File: src/rtl/simmem_wdata_tracker.sv
// Write-data beat tracker: queues AW descriptors, counts W beats against the head burst
// and issues one completion token per burst for the write delay calculator.
module simmem_wdata_tracker #(
  parameter int unsigned FifoDepth = 4,
  parameter int unsigned IidW      = 5,
  parameter int unsigned LenFieldW = 2
) (
  input  logic                           clk_i,
  input  logic                           rst_ni,
  input  logic                           aw_valid_i,
  output logic                           aw_ready_o,
  input  logic [IidW-1:0]                aw_iid_i,
  input  logic [LenFieldW-1:0]           aw_burst_len_i,
  input  logic                           w_valid_i,
  input  logic                           w_last_i,
  input  logic                           w_ready_i,
  output logic                           w_ready_o,
  output logic                           done_valid_o,
  output logic [IidW-1:0]                done_iid_o,
  input  logic                           done_ready_i,
  output logic [$clog2(FifoDepth+1)-1:0] pending_cnt_o,
  output logic                           last_err_o
);

  localparam int unsigned PtrW  = $clog2(FifoDepth);
  localparam int unsigned CntW  = $clog2(FifoDepth+1);
  localparam int unsigned BeatW = LenFieldW + 1;

  logic [IidW-1:0]      r_iid_mem [FifoDepth];
  logic [LenFieldW-1:0] r_len_mem [FifoDepth];
  logic [PtrW-1:0]      r_wr_ptr, r_rd_ptr;
  logic [CntW-1:0]      r_count;
  logic [BeatW-1:0]     r_beat;
  logic                 r_done_valid;
  logic [IidW-1:0]      r_done_iid;
  logic                 r_last_err;

  logic                 w_aw_fire;
  logic                 w_w_fire;
  logic                 w_stall;
  logic                 w_is_last_beat;
  logic                 w_final;
  logic [BeatW:0]       w_eff_m1;

  // One extra bit so eff_len = 1 << len never overflows before the subtraction.
  assign w_eff_m1       = ((BeatW+1)'(1) << r_len_mem[r_rd_ptr]) - (BeatW+1)'(1);
  assign w_is_last_beat = ({1'b0, r_beat} == w_eff_m1);

  assign w_stall    = r_done_valid & ~done_ready_i;
  assign aw_ready_o = (r_count != CntW'(FifoDepth));
  assign w_ready_o  = w_ready_i & (r_count != '0) & ~w_stall;
  assign w_aw_fire  = aw_valid_i & aw_ready_o;
  assign w_w_fire   = w_valid_i & w_ready_o;
  assign w_final    = w_w_fire & w_is_last_beat;

  always_ff @(posedge clk_i) begin
    if (w_aw_fire) begin
      r_iid_mem[r_wr_ptr] <= aw_iid_i;
      r_len_mem[r_wr_ptr] <= aw_burst_len_i;
    end
  end

  always_ff @(posedge clk_i or negedge rst_ni) begin
    if (!rst_ni) begin
      r_wr_ptr     <= '0;
      r_rd_ptr     <= '0;
      r_count      <= '0;
      r_beat       <= '0;
      r_done_valid <= 1'b0;
      r_done_iid   <= '0;
      r_last_err   <= 1'b0;
    end else begin
      if (w_aw_fire) r_wr_ptr <= r_wr_ptr + PtrW'(1);
      if (w_final)   r_rd_ptr <= r_rd_ptr + PtrW'(1);

      if (w_aw_fire && !w_final)      r_count <= r_count + CntW'(1);
      else if (!w_aw_fire && w_final) r_count <= r_count - CntW'(1);

      if (w_final)       r_beat <= '0;
      else if (w_w_fire) r_beat <= r_beat + BeatW'(1);

      // A new completion in the same cycle as a consume replaces the token.
      if (w_final) begin
        r_done_valid <= 1'b1;
        r_done_iid   <= r_iid_mem[r_rd_ptr];
      end else if (done_ready_i) begin
        r_done_valid <= 1'b0;
      end

      if (w_w_fire && (w_last_i != w_is_last_beat)) r_last_err <= 1'b1;
    end
  end

  assign done_valid_o  = r_done_valid;
  assign done_iid_o    = r_done_iid;
  assign pending_cnt_o = r_count;
  assign last_err_o    = r_last_err;

endmodule

File: config.mk
export PLATFORM = sky130hd
export DESIGN_NAME = simmem_wdata_tracker
export DESIGN_NICKNAME = d
export VERILOG_FILES = /design/src/rtl/simmem_wdata_tracker.sv
export SDC_FILE = /design/constraint.sdc
export NUM_CORES = 1
export LEC_CHECK = 0
export CORE_AREA = 4 4 79 63
export CTS_CLUSTER_DIAMETER = 200
export DETAILED_ROUTE_END_ITERATION = 8
export DIE_AREA = 0 0 83 67
export MAX_ROUTING_LAYER = met4
export PLACE_DENSITY = 0.69
export RECOVER_POWER = 100
export REMOVE_ABC_BUFFERS = 1
export SETUP_SLACK_MARGIN = 0.1
export SLEW_MARGIN = 15
export SYNTH_ARGS = -nofsm -noshare
export SYNTH_HDL_FRONTEND = slang
export SYNTH_SLANG_ARGS = --single-unit
File: constraint.sdc
create_clock -name clk_i -period 3.1 [get_ports clk_i]
set_clock_uncertainty 0.2 [all_clocks]
set_input_delay 0.465 -clock clk_i [delete_from_list [all_inputs] [get_ports clk_i]]
set_output_delay 0.465 -clock clk_i [all_outputs]
set_load 0.03 [all_outputs]
Word level (Yosys, flattened, before mapping)
Memories as Yosys holds them, arrays and structs flattened. A register that Yosys moved wholly into a read port is not among the register bits.
Cells that the tools add are included.
{"block": "classes", "n_addsub": 6, "multipliers": 0, "div_mod_pow": 0, "n_lt_le_gt_ge": 0, "eq_ne": 3, "shift": 1, "n_mux": 8, "n_bitwise": 8, "n_reduce_logical": 10}
{"operator": "$mux W3", "count": 4}
{"operator": "$add A3 B1 Y3 const B", "count": 2}
{"operator": "$and A1 B1 Y1", "count": 6}
{"operator": "$reduce_bool A2 Y1", "count": 3}
{"operator": "$add A2 B1 Y2 const B", "count": 2}
{"operator": "$eq A3 B4 Y1", "count": 1}
{"operator": "$mux W1", "count": 4}
{"operator": "$shl A1 B2 Y4 const A", "count": 1}
{"operator": "$sub A4 B2 Y4 const B", "count": 1}
{"operator": "$logic_and A1 B1 Y1", "count": 3}
{"operator": "$logic_not A1 Y1", "count": 3}
{"operator": "$ne A3 B3 Y1 const B", "count": 1}
{"operator": "$reduce_bool A3 Y1", "count": 1}
{"operator": "$sub A3 B1 Y3 const B", "count": 1}
{"operator": "$not A1 Y1", "count": 2}
{"operator": "$ne A1 B1 Y1", "count": 1}
{"block": "totals", "register_bits": 12, "latchBits": 0, "mem_bits_rw": 28, "rom_bits": 0, "out_inout_bits": 12, "elab_cells": 44, "memories": 2}
{"name": "r_iid_mem", "words": 4, "width": 5, "read_ports": 1, "rd_ports_with_merged_regs": 1, "wr": 1, "line_no": "29", "rtl": "logic [IidW-1:0] r_iid_mem [FifoDepth];"}
{"name": "r_len_mem", "words": 4, "width": 2, "read_ports": 1, "rd_ports_with_merged_regs": 0, "wr": 1, "line_no": "30", "rtl": "logic [LenFieldW-1:0] r_len_mem [FifoDepth];"}

Depth between registers and ports, before layout
{"block": "logic_depth", "depth_word": 9, "mapped_depth": 11, "depth_no_buf": 10}

Worst setup path after synthesis
OpenSTA, ideal clock, no wires.
{"block": "synth_path", "path_type": "register to register", "from": "reg r_rd_ptr[0]", "to": "reg r_count[1], in the netlist pending_cnt_o[1]", "setup_time_ps": 125, "t_arrival_ps": 2732, "slack_ps": 43, "path_stages_with_launch": 10, "path_buffers": 1, "cell_sequence": "dfrtp_1 -> buf_6 -> mux4_2 -> or4b_4 -> o211ai_4 -> nand3_4 -> ha_1 -> inv_1 -> fa_1 -> mux2_2"}
{"block": "synth_between", "elab_chain_len": 8}
{"element": "start, declared", "line_no": "31", "rtl": "logic [PtrW-1:0] r_wr_ptr, r_rd_ptr;"}
{"element": "start signal, assigned", "line_no": "74", "rtl": "if (w_final) r_rd_ptr <= r_rd_ptr + PtrW'(1);"}
{"element": "$mem_v2 Z4 W2 *"}
{"element": "$shl A1 B2 Y4 *", "line_no": "46", "rtl": "assign w_eff_m1 = ((BeatW+1)'(1) << r_len_mem[r_rd_ptr]) - (BeatW+1)'(1);"}
{"element": "$sub A4 B2 Y4 *", "line_no": "46"}
{"element": "$eq A3 B4 Y1 *", "line_no": "47", "rtl": "assign w_is_last_beat = ({1'b0, r_beat} == w_eff_m1);"}
{"element": "$and A1 B1 Y1 *", "line_no": "54", "rtl": "assign w_final = w_w_fire & w_is_last_beat;"}
{"element": "$logic_not A1 Y1", "line_no": "76", "rtl": "if (w_aw_fire && !w_final) r_count <= r_count + CntW'(1);"}
{"element": "$logic_and A1 B1 Y1", "line_no": "76"}
{"element": "$mux W3 / $reduce_bool A2 Y1 (equally long branches)"}
{"element": "end signal, assigned", "line_no": "76"}
{"element": "end signal, assigned", "line_no": "77", "rtl": "else if (!w_aw_fire && w_final) r_count <= r_count - CntW'(1);"}
{"element": "end, declared", "line_no": "32", "rtl": "logic [CntW-1:0] r_count;"}
Every way passes the cells marked *; elsewhere a longest branch is shown, timed or not.
A chain may end at the register's enable or synchronous reset.

Worst setup path in the final report
Same ends and word-level chain as after synthesis.

==> results.sh <==
export IMPL_setup_viol=0
export IMPL_dieArea_um2=5560
export IMPL_io_buffers=25
export IMPL_area_growth_pct=21.4
export IMPL_finalMaxSlewViolations=0
export IMPL_postSynthAreaPerCell_um2=16.9
export IMPL_chipHeight_um=67
export IMPL_clkTransAtPathRegs_ns=0.09
export IMPL_fin_ws_ns=0.192
export IMPL_dp_cells=199
export IMPL_cts_max_level=2
export IMPL_relSlewSlack_pct=45.4
export IMPL_r2r_end="pending_cnt_o[1]"
export IMPL_final_net_count=171
export IMPL_post_route_period_util_pct=93.8
export IMPL_synthFlopType="edfxtp_1"
export IMPL_reg2reg_slack_ns=0.19
export IMPL_cts_path_max_buffers=2
export IMPL_synth_fa_ha_area_share_pct=4.85
export IMPL_io_pins=26
export IMPL_power_density_nw_per_um2=944
export IMPL_antenna_found_initial=0
export IMPL_synth_seq_cells=45
export IMPL_wl_per_cell_um=16.4
export IMPL_drc=0
export IMPL_synthMuxAreaShare_pct=13.0
export IMPL_arrival_ns=2.89
export IMPL_hp_start="last_err_o"
export IMPL_overflow=0
export IMPL_layout_min_cycle_time_ns=2.91
export IMPL_vdd_ir_drop_max_v=0.000420
export IMPL_clk_latency_ns=0.29
export IMPL_cp_startpoint="r_rd_ptr[0]"
export IMPL_synth_simple_area_share_pct=7.59
export IMPL_post_place_ws_ns=0.109
export IMPL_worstPathRequired_ns=3.08
export IMPL_ys_types=35
export IMPL_grtUsageTotal_pct=13.5
export IMPL_power_leakage_nw=0.907
export IMPL_fp_coreArea_um2=4260
export IMPL_finalSetupTns_ns=0
export IMPL_synth_compound_area_share_pct=4.66
export IMPL_yosysSeqAreaShare_pct=64.5
export IMPL_hpwlAfterDp_um=2440
export IMPL_synth_edf_count=28
export IMPL_layout_cells_non_filler=208
export IMPL_regArea_um2=1270
export IMPL_ctsHoldBuffers=0
export IMPL_ys_warn_count=0
export IMPL_std_cell_rows=21
export IMPL_grt_pass1_wl_um=5530
export IMPL_cp_end_kind="flop"
export IMPL_fill_cells=345
export IMPL_start_util_pct=46.1
export IMPL_routed_wl_um=3410
export IMPL_hp_class="reg -> reg"
export IMPL_gp_congestion=0.746
export IMPL_drt_initial_drc_count=26
export IMPL_syn_inst=116
export IMPL_fmax_mhz=344
export IMPL_synthesis_area_um2=1960
export IMPL_cts_tree="done"
export IMPL_via_per_inst=5.18
export IMPL_hold_viol_final=0
export IMPL_path_class="reg -> reg"
export IMPL_multi_input_area_um2=656
export IMPL_status="completed"
export IMPL_fin_area_um2=2380
export IMPL_cts_sinks=45
export IMPL_synthXorXnorAreaFrac_pct=3.57
export IMPL_grt_max_degree=18
export IMPL_grt_pass1_vias=1113
export IMPL_endpoint="pending_cnt_o[1]"
export IMPL_cts_buffers=5
export IMPL_drive_gt1_share_pct=15.2
export IMPL_critPathLaunchType="flop"
export IMPL_synth_top_family_by_area="multiplexers"
export IMPL_fin_util_pct=55.9
export IMPL_rr_worst_depth=8
export IMPL_post_dp_cell_area_um2=2290
export IMPL_drtAntennaViolNets=0
export IMPL_clockRootBuffer="clkbuf_8"
export IMPL_n_antenna_cell=0
export IMPL_rsz0062_at_grt="true"
export IMPL_synthArstFlopShare_pct=37.8
export IMPL_reg2reg_from="r_rd_ptr[0]"
export IMPL_drv_cap=0
export IMPL_tightest_slew_ns=0.816
export IMPL_worstPathMaxFanout=4
export IMPL_num_vias=1078
export IMPL_die_w_um=83
export IMPL_first_pass_iters=3
## kinds of logic (layout without fill, tap and decap cells)
family          after synthesis  after routing
fa+ha+maj                     7              7
buf+inv                       7             42
xor+xnor                      8              8
flops                        45             45
compound gates               11             11
mux                          13             13
simple gates                 25             25
## final cells by class
cell class,count,area share [%]
sequential,45,53.2
clock buffer,6,3.05
timing repair buffer,30,11.9
clock inverter,2,0.683
multi-input combinational,64,27.5
tap,57,3.00
inverter,4,0.631
## metrics by stage
stage | hold WS, ns | total power, mW
finish | 0.288 | 2.25
global route | 0.303 | 2.40
CTS | 0.296 | 2.33
detailed placement | 0.277 | 1.96
global placement | 0.266 | 1.92
floorplan | -0.0306 | 1.61
## worst max-delay path: stages (launching register included)
cell	delay, ns
dfrtp_1	0.38
mux4_2	0.54
or4b_4	0.52
o211ai_4	0.13
nand3_4	0.09
ha_2	0.19
inv_1	0.06
fa_1	0.41
mux2_2	0.27
## layer usage
layer | track usage, % | vias to the layer above | wire [µm]
li1 | - | 509 | -
met1 | 15.6 | 541 | 1490
met4 | 3.47 | 0 | 29
met3 | 3.96 | 2 | 130
met2 | 23.6 | 26 | 1770
met5 | - | - | 0
## registers in the layout (all words and copies together) (netlist names)
name,flops
r_iid_mem,20
r_len_mem,8
done_iid_o,5
pending_cnt_o,3
r_beat,3
r_rd_ptr,2
r_wr_ptr,2
done_valid_o,1
last_err_o,1
## how the worst min path moves through the flow
| stage | slack (ns) | endpoint | cells after the start |
|---|---|---|---|
| floorplan | -0.03 | done_iid_o[0] | 0 |
| global placement | 0.27 | last_err_o | 1 |
| detailed placement | 0.28 | last_err_o | 1 |
| CTS | 0.30 | last_err_o | 1 |
| global route | 0.30 | last_err_o | 1 |
| finish | 0.29 | last_err_o | 1 |
## power by group
group	internal [mW]	leakage (nW)	switching, mW
registers	0.826	0.460	0.126
clock network	0.160	0.0414	0.193
logic	0.434	0.406	0.509
total	1.42	0.907	0.828
## synthesized netlist by cell type, types with 2 or more instances
| cell | instances | area share (%) |
|---|---|---|
| o21ai_0 | 3 | 0.77 |
| edfxtp_1 | 28 | 43 |
| dfrtp_1 | 17 | 22 |
| nor2_1 | 2 | 0.38 |
| mux4_2 | 4 | 4.6 |
| and2_1 | 2 | 0.64 |
| inv_1 | 4 | 0.77 |
| xor2_1 | 3 | 1.3 |
| and3_1 | 5 | 1.6 |
| ha_1 | 6 | 3.8 |
| mux2_4 | 5 | 3.8 |
| mux4_1 | 3 | 4.0 |
| nand2_1 | 8 | 1.5 |
| xnor2_1 | 5 | 2.2 |
## cells in the final DEF, fill, tap and decap left out, types with 2 or more instances in the layout
cell / synthesis / layout
dfrtp_1: 17 / 17
ha_1: 6 / 5
mux4_2: 4 / 4
xor2_1: 3 / 2
clkdlybuf4s50_1: 0 / 5
and3_1: 5 / 5
xnor2_1: 5 / 5
and2_0: 1 / 2
dlygate4sd3_1: 0 / 20
clkbuf_1: 1 / 2
buf_4: 0 / 4
mux4_1: 3 / 3
nand2_1: 8 / 8
inv_1: 4 / 4
clkbuf_8: 0 / 5
edfxtp_1: 28 / 28
o21ai_0: 3 / 3
mux2_1: 0 / 4
nor2_1: 2 / 2
## timing repair
action                     4_1_cts  5_1_grt
buffers inserted                 1        0
gates cloned                     0        0
gates resized for setup          0        2
hold endpoints to repair         0        0
setup endpoints to repair        1        2
Power figures use the tool's default switching activity.
